==> src/rtl/kgp_risc_pkg.sv <==
// kgp_risc_pkg: shared register-file widths and the writeback entry type.
package kgp_risc_pkg;
   localparam int REG_ADDR_W = 5;
   localparam int DATA_W = 32;
   typedef struct packed {
      logic [REG_ADDR_W-1:0] loc;
      logic [DATA_W-1:0]     data;
   } wb_entry_t;
endpackage

==> src/rtl/wb_fifo.sv <==
// wb_fifo: 2-write/1-read writeback queue with per-entry location match.
// Optional WB_FWD_EN adds youngest-match data outputs.
module wb_fifo
   import kgp_risc_pkg::*;
#(
   parameter int DEPTH = 4,
   localparam int PW = $clog2(DEPTH),
   localparam int CW = PW + 1
) (
   input  logic                  clk,
   input  logic                  rst,
   input  logic                  push_a,
   input  wb_entry_t             a_in,
   input  logic                  push_b,
   input  wb_entry_t             b_in,
   input  logic [REG_ADDR_W-1:0] read_rs,
   input  logic [REG_ADDR_W-1:0] read_rt,
   output logic                  head_valid,
   output wb_entry_t             head,
   output logic [CW-1:0]         count,
   output logic [DEPTH-1:0]      rs_match,
   output logic [DEPTH-1:0]      rt_match
`ifdef WB_FWD_EN
   ,
   output logic [DATA_W-1:0]     rs_fwd,
   output logic [DATA_W-1:0]     rt_fwd
`endif
);
   wb_entry_t mem_q [DEPTH];
   wb_entry_t mem_d [DEPTH];
   logic [PW-1:0] rd_q, rd_d, wr_q, wr_d, wr_b;
   logic [CW-1:0] count_q, count_d;
   logic nonempty, a_store, b_store;
   logic [DEPTH-1:0] live;
   // With an empty queue the head bypasses straight from the inputs, so only the leftovers are stored.
   always_comb begin
      nonempty = count_q != '0;
      head_valid = nonempty || push_a || push_b;
      head = nonempty ? mem_q[rd_q] : (push_a ? a_in : b_in);
      a_store = push_a && nonempty;
      b_store = push_b && (nonempty || push_a);
      wr_b = wr_q + PW'(a_store);
      mem_d = mem_q;
      if (a_store) mem_d[wr_q] = a_in;
      if (b_store) mem_d[wr_b] = b_in;
      wr_d = wr_b + PW'(b_store);
      rd_d = rd_q + PW'(nonempty);
      count_d = count_q + CW'(a_store) + CW'(b_store) - CW'(nonempty);
   end
   always_ff @(posedge clk) begin
      if (rst) begin
         rd_q <= '0;
         wr_q <= '0;
         count_q <= '0;
      end else begin
         rd_q <= rd_d;
         wr_q <= wr_d;
         count_q <= count_d;
      end
   end
   always_ff @(posedge clk) mem_q <= mem_d;
   assign count = count_q;
   for (genvar i = 0; i < DEPTH; i++) begin : g_m
      logic [PW-1:0] age;
      assign age = PW'(i) - rd_q;
      assign live[i] = CW'(age) < count_q;
      assign rs_match[i] = live[i] && mem_q[i].loc == read_rs;
      assign rt_match[i] = live[i] && mem_q[i].loc == read_rt;
   end
`ifdef WB_FWD_EN
   // Walk oldest to youngest so the last hit wins.
   always_comb begin
      rs_fwd = '0;
      rt_fwd = '0;
      for (int k = 0; k < DEPTH; k++) begin
         if (rs_match[rd_q + PW'(k)]) rs_fwd = mem_q[rd_q + PW'(k)].data;
         if (rt_match[rd_q + PW'(k)]) rt_fwd = mem_q[rd_q + PW'(k)].data;
      end
   end
`endif
endmodule

==> src/rtl/writeback_unit.sv <==
// writeback_unit: merges ALU and load results into an ordered register write port.
// Optional WB_FWD_EN exposes rs_fwd_data/rt_fwd_data for pending locations.
module writeback_unit
   import kgp_risc_pkg::*;
#(
   parameter int DEPTH = 4,
   localparam int CW = $clog2(DEPTH) + 1
) (
   input  logic                  clk,
   input  logic                  rst,
   input  logic                  alu_valid,
   input  logic [REG_ADDR_W-1:0] alu_loc,
   input  logic [DATA_W-1:0]     alu_data,
   input  logic                  ld_valid,
   output logic                  ld_ready,
   input  logic [REG_ADDR_W-1:0] ld_loc,
   input  logic [DATA_W-1:0]     ld_data,
   output logic                  write_enable,
   output logic [REG_ADDR_W-1:0] write_loc,
   output logic [DATA_W-1:0]     write_data,
   input  logic [REG_ADDR_W-1:0] read_rs,
   input  logic [REG_ADDR_W-1:0] read_rt,
   output logic                  rs_pending,
   output logic                  rt_pending,
   output logic                  empty,
   output logic [CW-1:0]         count
`ifdef WB_FWD_EN
   ,
   output logic [DATA_W-1:0]     rs_fwd_data,
   output logic [DATA_W-1:0]     rt_fwd_data
`endif
);
   wb_entry_t head;
   logic head_valid;
   logic [DEPTH-1:0] rs_match, rt_match;
   logic write_enable_q, write_enable_d;
   logic [REG_ADDR_W-1:0] write_loc_q, write_loc_d;
   logic [DATA_W-1:0] write_data_q, write_data_d;
   logic stage_rs, stage_rt;
`ifdef WB_FWD_EN
   logic [DATA_W-1:0] q_rs_fwd, q_rt_fwd;
`endif
   wb_fifo #(.DEPTH(DEPTH)) u_fifo (
      .clk        (clk),
      .rst        (rst),
      .push_a     (alu_valid),
      .a_in       ('{loc: alu_loc, data: alu_data}),
      .push_b     (ld_valid && ld_ready),
      .b_in       ('{loc: ld_loc, data: ld_data}),
      .read_rs    (read_rs),
      .read_rt    (read_rt),
      .head_valid (head_valid),
      .head       (head),
      .count      (count),
      .rs_match   (rs_match),
      .rt_match   (rt_match)
`ifdef WB_FWD_EN
      ,
      .rs_fwd     (q_rs_fwd),
      .rt_fwd     (q_rt_fwd)
`endif
   );
   // Occupancy limit keeps room for a simultaneous ALU push.
   assign ld_ready = count <= CW'(DEPTH - 2);
   always_comb begin
      write_enable_d = head_valid;
      write_loc_d = head_valid ? head.loc : write_loc_q;
      write_data_d = head_valid ? head.data : write_data_q;
   end
   always_ff @(posedge clk) begin
      if (rst) begin
         write_enable_q <= 1'b0;
         write_loc_q <= '0;
         write_data_q <= '0;
      end else begin
         write_enable_q <= write_enable_d;
         write_loc_q <= write_loc_d;
         write_data_q <= write_data_d;
      end
   end
   assign write_enable = write_enable_q;
   assign write_loc = write_loc_q;
   assign write_data = write_data_q;
   assign stage_rs = write_enable_q && write_loc_q == read_rs;
   assign stage_rt = write_enable_q && write_loc_q == read_rt;
   assign rs_pending = stage_rs || |rs_match;
   assign rt_pending = stage_rt || |rt_match;
   assign empty = count == '0 && !write_enable_q;
`ifdef WB_FWD_EN
   assign rs_fwd_data = |rs_match ? q_rs_fwd : (stage_rs ? write_data_q : '0);
   assign rt_fwd_data = |rt_match ? q_rt_fwd : (stage_rt ? write_data_q : '0);
`endif
endmodule

==> config.mk <==
export PLATFORM = sky130hd
export DESIGN_NAME = writeback_unit
export DESIGN_NICKNAME = d
export VERILOG_FILES = /design/src/rtl/kgp_risc_pkg.sv /design/src/rtl/wb_fifo.sv /design/src/rtl/writeback_unit.sv
export SDC_FILE = /design/constraint.sdc
export NUM_CORES = 1
export LEC_CHECK = 0
export BUFFER_PORTS_ARGS = -buffer_cell sky130_fd_sc_hd__buf_4
export CORE_MARGIN = 1.5
export CORE_UTILIZATION = 50
export CTS_BUF_LIST = sky130_fd_sc_hd__clkbuf_8
export DETAILED_ROUTE_END_ITERATION = 10
export HOLD_SLACK_MARGIN = 0.1
export PLACE_DENSITY = 0.81
export SLEW_MARGIN = 20
export SYNTH_ARGS = -nofsm -noshare
export SYNTH_HDL_FRONTEND = slang
export SYNTH_SLANG_ARGS = --single-unit
==> constraint.sdc <==
create_clock -name clk -period 2.7 [get_ports clk]
set_input_delay 0.675 -clock clk [delete_from_list [all_inputs] [get_ports clk]]
set_output_delay 0.675 -clock clk [all_outputs]
set_load 0.005 [all_outputs]
After elaboration in Yosys (flattened, before gate mapping) --
Cells that the tools add are included.
Storage, ports and cells: register bits 193, bits in latches 0, bits in writable memories 0, ROM bits 0, input port bits 88, output and inout bits 45, logic and storage cells 85, memories 0
Cells by class: $add $sub $neg 10, multiply operators 0, div/mod/pow operators 0, order comparisons 10, eq/ne operators 10, shift-type cells 0, muxes and demuxes 13, bitwise operators 3, reductions and logical operators 25
Operators with widths (number):
- 148-bit bitwise mux | 2
- 148-bit 2-to-1 mux | 2
- 37-bit 2-to-1 mux | 6
- 37-bit demux with 2-bit select | 2
- 37-bit binary-select mux with 2-bit select | 1
- 5-bit == test | 10
- 1-bit logical AND | 16
- 2-bit by 3-bit less-than comparator with 1-bit output | 4
- 3-bit >= comparator, second input constant | 3
- 2-bit inverter with 3-bit output | 3
- 4-bit OR reduction | 2
- 2-bit by 1-bit adder with 2-bit output | 3
- 3-bit by 1-bit adder with 3-bit output | 2
- 3-bit by 1-bit less-than comparator with 1-bit output, second input constant | 2
- 1-bit logical OR | 4
- 1-bit by 2-bit subtractor with 2-bit output, first input constant | 2
- 2-bit subtractor, first input constant | 2
- 3-bit by 2-bit <= comparator with 1-bit output, second input constant | 1
- 3-bit zero test | 1
- 3-bit nonzero test | 1
- 3-bit by 1-bit subtractor with 3-bit output | 1
- 1-bit zero test | 1

Depth between registers and ports, before layout --
depth in word-level cells 10, gate-level depth with buffers 12, depth with buffers taken out 8

By module --
Synthesis repeated with hierarchy kept, for this count alone.
Unflattened totals: cells, all modules 1346, area, all modules 11474.8 um2
By module, submodules not included:
- wb_fifo | instances 1, cells each 1204, area an instance 9984.6 um2, seq. area each 3103.0 um2
- writeback_unit | instances 1, cells each 142, area an instance 1490.2 um2, seq. area each 760.7 um2

Worst setup path after synthesis --
Ideal clock, no wire load.
path kind flip-flop to output port, start register u_fifo.rd_q[0], end output rs_pending, arrival time 1.996 ns, path slack 0.029 ns, stages on the path, launching flop included 10, cells stage by stage dfxtp_1 clkbuf_1 buf_2 xor2_1 inv_1 ha_1 a21oi_1 o2111ai_1 nor3_1 or4_1
On the way: cells in the longest elaborated chain, start to end 5, elaborated cells between the ends (all ways) 14, classes of those cells add/sub (4); order compare (4); reduce/logical (6)
Ends and longest elaborated chain:
- start, declared | line wb_fifo.sv:31 | logic [PW-1:0] rd_q, rd_d, wr_q, wr_d, wr_b;
- start signal, assigned | line wb_fifo.sv:56 | rd_q <= rd_d;
- 1-bit by 2-bit subtractor with 2-bit output / 2-bit subtractor (equally long branches) | line wb_fifo.sv:65 | assign age = PW'(i) - rd_q;
- 2-bit by 3-bit less-than comparator with 1-bit output | line wb_fifo.sv:66 | assign live[i] = CW'(age) < count_q;
- 1-bit logical AND | line wb_fifo.sv:67 | assign rs_match[i] = live[i] && mem_q[i].loc == read_rs;
- 4-bit OR reduction (*) | line writeback_unit.sv:86 | assign rs_pending = stage_rs || |rs_match;
- 1-bit logical OR (*) | line writeback_unit.sv:86
- end, declared | line writeback_unit.sv:23 | output logic rs_pending,
Every way passes the cells marked *; elsewhere a longest branch is shown, timed or not.

Final worst setup path --
start register u_fifo.rd_q[1], end output rt_pending
On the way: cells in the longest elaborated chain, start to end 5, elaborated cells between the ends (all ways) 14, classes of those cells add/sub (4); order compare (4); reduce/logical (6)
Ends and longest elaborated chain:
- 1-bit by 2-bit subtractor with 2-bit output / 2-bit subtractor (equally long branches) | line wb_fifo.sv:65
- 2-bit by 3-bit less-than comparator with 1-bit output | line wb_fifo.sv:66
- 1-bit logical AND | line wb_fifo.sv:68 | assign rt_match[i] = live[i] && mem_q[i].loc == read_rt;
- 4-bit OR reduction (*) | line writeback_unit.sv:87 | assign rt_pending = stage_rt || |rt_match;
- 1-bit logical OR (*) | line writeback_unit.sv:87
- end, declared | line writeback_unit.sv:24 | output logic rt_pending,
Marked as above.

==> flow_metrics.tcl <==
set metrics [dict create \
    ant_nets 0 \
    place_congestion 0.984 \
    cp_data_arrival_time_ns 2.27 \
    start_kind "flop" \
    ys_types 37 \
    cts_tree "yes" \
    worstHoldStart "ld_data[12]" \
    slowest_stage "dfxtp_4" \
    vias 8366 \
    die_w_um 145 \
    critPathMaxFanout 4 \
    ff2ff_path_depth 10 \
    clkLatencyLatePin_ns 0.47 \
    hold_violations 0 \
    cp_cell_sequence "xor2_4 > inv_2 > ha_4 > a21oi_2 > o2111ai_1 > nor3_1 > or4_1 > buf_4" \
    final_max_slew_viol_count 0 \
    clk_pin_slew_worst_paths_ns 0.10 \
    timing.rr.start "u_fifo.count[1]" \
    drc 0 \
    finalCriticalPeriod_ns 2.94 \
    fmax_ghz 0.340 \
    synthCells 1082 \
    final.hold.worst_slack_ns 0.435 \
    pre_cts_ws_ns 0.100 \
    start_util_pct 51.2 \
    avgSynthCellArea_um2 9.27 \
    htreeDepth 4 \
    yosysSeqAreaShare_pct 38.5 \
    antenna_found_initial 0 \
    seqCellArea_um2 3870 \
    worst-path-buf-inv 2 \
    maxSlewHeadroom_pct 45.8 \
    cts_inserted_buffers 17 \
    num_rows 51 \
    worst_ir_drop_vdd_mv 0.587 \
    hpwlAfterDp_um 16600 \
    post_drt_wl_per_cell_um 18.4 \
    hold_path.class "primary input to flop" \
    status "finished with violations" \
    cpPeakStageDelay_ns 0.41 \
    end_kind "output pin" \
    grt_use_total_pct 25.5 \
    drive_above_1_share_pct 22.1 \
    portBuffers 132 \
    drtIter0Drc 616 \
    ys_warn_count 0 \
    power_density_nw_per_um2 1190 \
    p_leak_uw 0.00499 \
    drt_first_pass_iters 5 \
    finalClockSkew_ns 0.0131 \
    cts_sinks 193 \
    root_buffer "clkbuf_8" \
    first_global_vias 8020 \
    fp.coreArea_um2 19600 \
    hold_depth 3 \
    worst_slack_ns -0.245 \
    fin_nets 1273 \
    critPathTopFamily "simple AND/OR/NAND/NOR gates" \
    syn2layout_area_growth_pct 17.4 \
    synth_area_um2 10000 \
    grt_pass1_wl_um 41200 \
    min_to "u_fifo.mem_q[123]" \
    pin_count 133 \
    violations "negative setup slack" \
    worstPathRequired_ns 2.03 \
    reg2reg_to "u_fifo.mem_q[118]" \
    worstSetupPathType "flop to output pin" \
    setup_violations 2 \
    n_antenna_cell 0 \
    drt-vias-per-instance 5.75 \
    ys_ff_latch 193 \
    n_fill_cell 1669 \
    grt_max_degree 78 \
    fp.dieH_um 145 \
    ff2ff_setup_slack_ns 0.16 \
    die_area_um2 20900 \
    fin_crit_sh_pct 109 \
    grt.overflow.total 0 \
    drv_cap 0 \
    syn-num-nets 1179 \
    wl_um 26700 \
    cts_hold_buffers 0 \
    multi_input_area_um2 5770 \
    rsz0062_at_grt "true" \
    worstMarginPinSlew_ns 0.813 \
    clockBufferDepth 2 \
]
[placed cells by master (no fill, tap or decap), types with 11 or more instances in the layout]
cell type	count
buf_4	155
mux2i_1	185
nand2_1	113
xor2_1	27
dfxtp_1	190
mux4_2	37
a21oi_1	114
o21ai_0	101
xnor2_1	26
nor2_1	118
o21ai_1	11
clkbuf_8	19
[power breakdown]
| part | switching, uW | internal (uW) | total (uW) |
|---|---|---|---|
| combinational | 3310 | 3380 | 6690 |
| clock | 1040 | 965 | 2010 |
| sequential | 987 | 4350 | 5340 |
| total | 5340 | 8690 | 14000 |
[per-layer routing]
metal	GRT usage, %	vias to the layer above	share of wire (%)
met4	9.78	0	2.0
li1	-	3949	-
met1	32.4	4022	43
met3	5.30	52	6.7
met2	42.5	343	48
met5	0	-	0
[worst max path at each step]
stage,cells after the start,end,slack (ns),from
6_report,8,rt_pending,-0.24,u_fifo.rd_q[1]
5_1_grt,8,rt_pending,-0.32,u_fifo.rd_q[1]
4_1_cts,7,rt_pending,-0.28,u_fifo.rd_q[1]
3_5_place_dp,8,rt_pending,0.10,u_fifo.count[1]
3_3_place_gp,8,rt_pending,0.15,u_fifo.count[1]
2_1_floorplan,9,rs_pending,0.03,u_fifo.rd_q[0]
[per-stage QoR]
stage                     instances  utilization [%]  cell area (um^2)  TNS, ns  total power, uW
after floorplan                1082                -             10000        0             9630
after global placement         1418             57.1             11200        0            11300
after detailed placement       1418             57.1             11200        0            11600
after CTS                      1453             59.6             11700   -0.554            13700
after global routing           1454             60.1             11800   -0.641            14900
final                          1454             60.1             11800   -0.457            14000
[timing repair]
action,4_1_cts,5_1_grt
buffers inserted,3,0
setup endpoints to repair,3,32
gates resized for setup,11,17
cloned,0,1
pin swaps,8,5
hold endpoints to repair,0,0
[worst min-delay path, stage by stage]
cell and delay [ns]:
buf_4 0.11, nand2_1 0.04, o21ai_0 0.06
[final cells by class]
cell class	count	area share (%)
Tap cell	265	2.81
Timing Repair Buffer	165	11.6
Inverter	7	0.244
Multi-Input combinational cell	792	48.9
Clock inverter	13	1.36
Clock buffer	19	2.22
Sequential cell	193	32.9
[cell families (layout without fill, tap and decap cells)]
| logic type | count (synthesis) | in the layout | share of synthesized area [%] |
|---|---|---|---|
| compound gates | 234 | 234 | 11.9 |
| xor+xnor | 56 | 56 | 4.89 |
| fa+ha+maj | 9 | 9 | 1.27 |
| buf+inv | 97 | 204 | 5.48 |
| flops | 193 | 193 | 38.5 |
| mux | 222 | 222 | 26.8 |
| simple gates | 271 | 271 | 11.1 |
[flip-flops by register name, summed over array words and instances (netlist names)]
name          count
u_fifo.wr_q       2
write_enable      1
u_fifo.rd_q       2
u_fifo.count      3
write_data       32
write_loc         5
u_fifo.mem_q    148
[Yosys cell counts (all sizes together)]
cell       n  share of area [%]
nor2b      3               0.19
or4        2               0.15
xnor2     27                2.4
nor3b      5               0.47
inv        7               0.26
nor2     121                4.5
buf       49                3.6
fa         2               0.40
o31ai      1              0.075
o2111ai    2               0.17
mux4      37                8.3
nand2    114                4.3
nor3       3               0.15
dfxtp    193                 39
o41ai      2               0.17
o21ai    112                5.6
a21oi    115                5.7
nor4       6               0.37
nand2b     3               0.19
xor2      29                2.5
a21boi     2               0.19
clkbuf    41                1.6
or3        2               0.12
ha         7               0.87
or3b       1              0.087
mux2i    185                 18
nand3     11               0.60
Note: power is estimated with default switching activity, not from simulation.
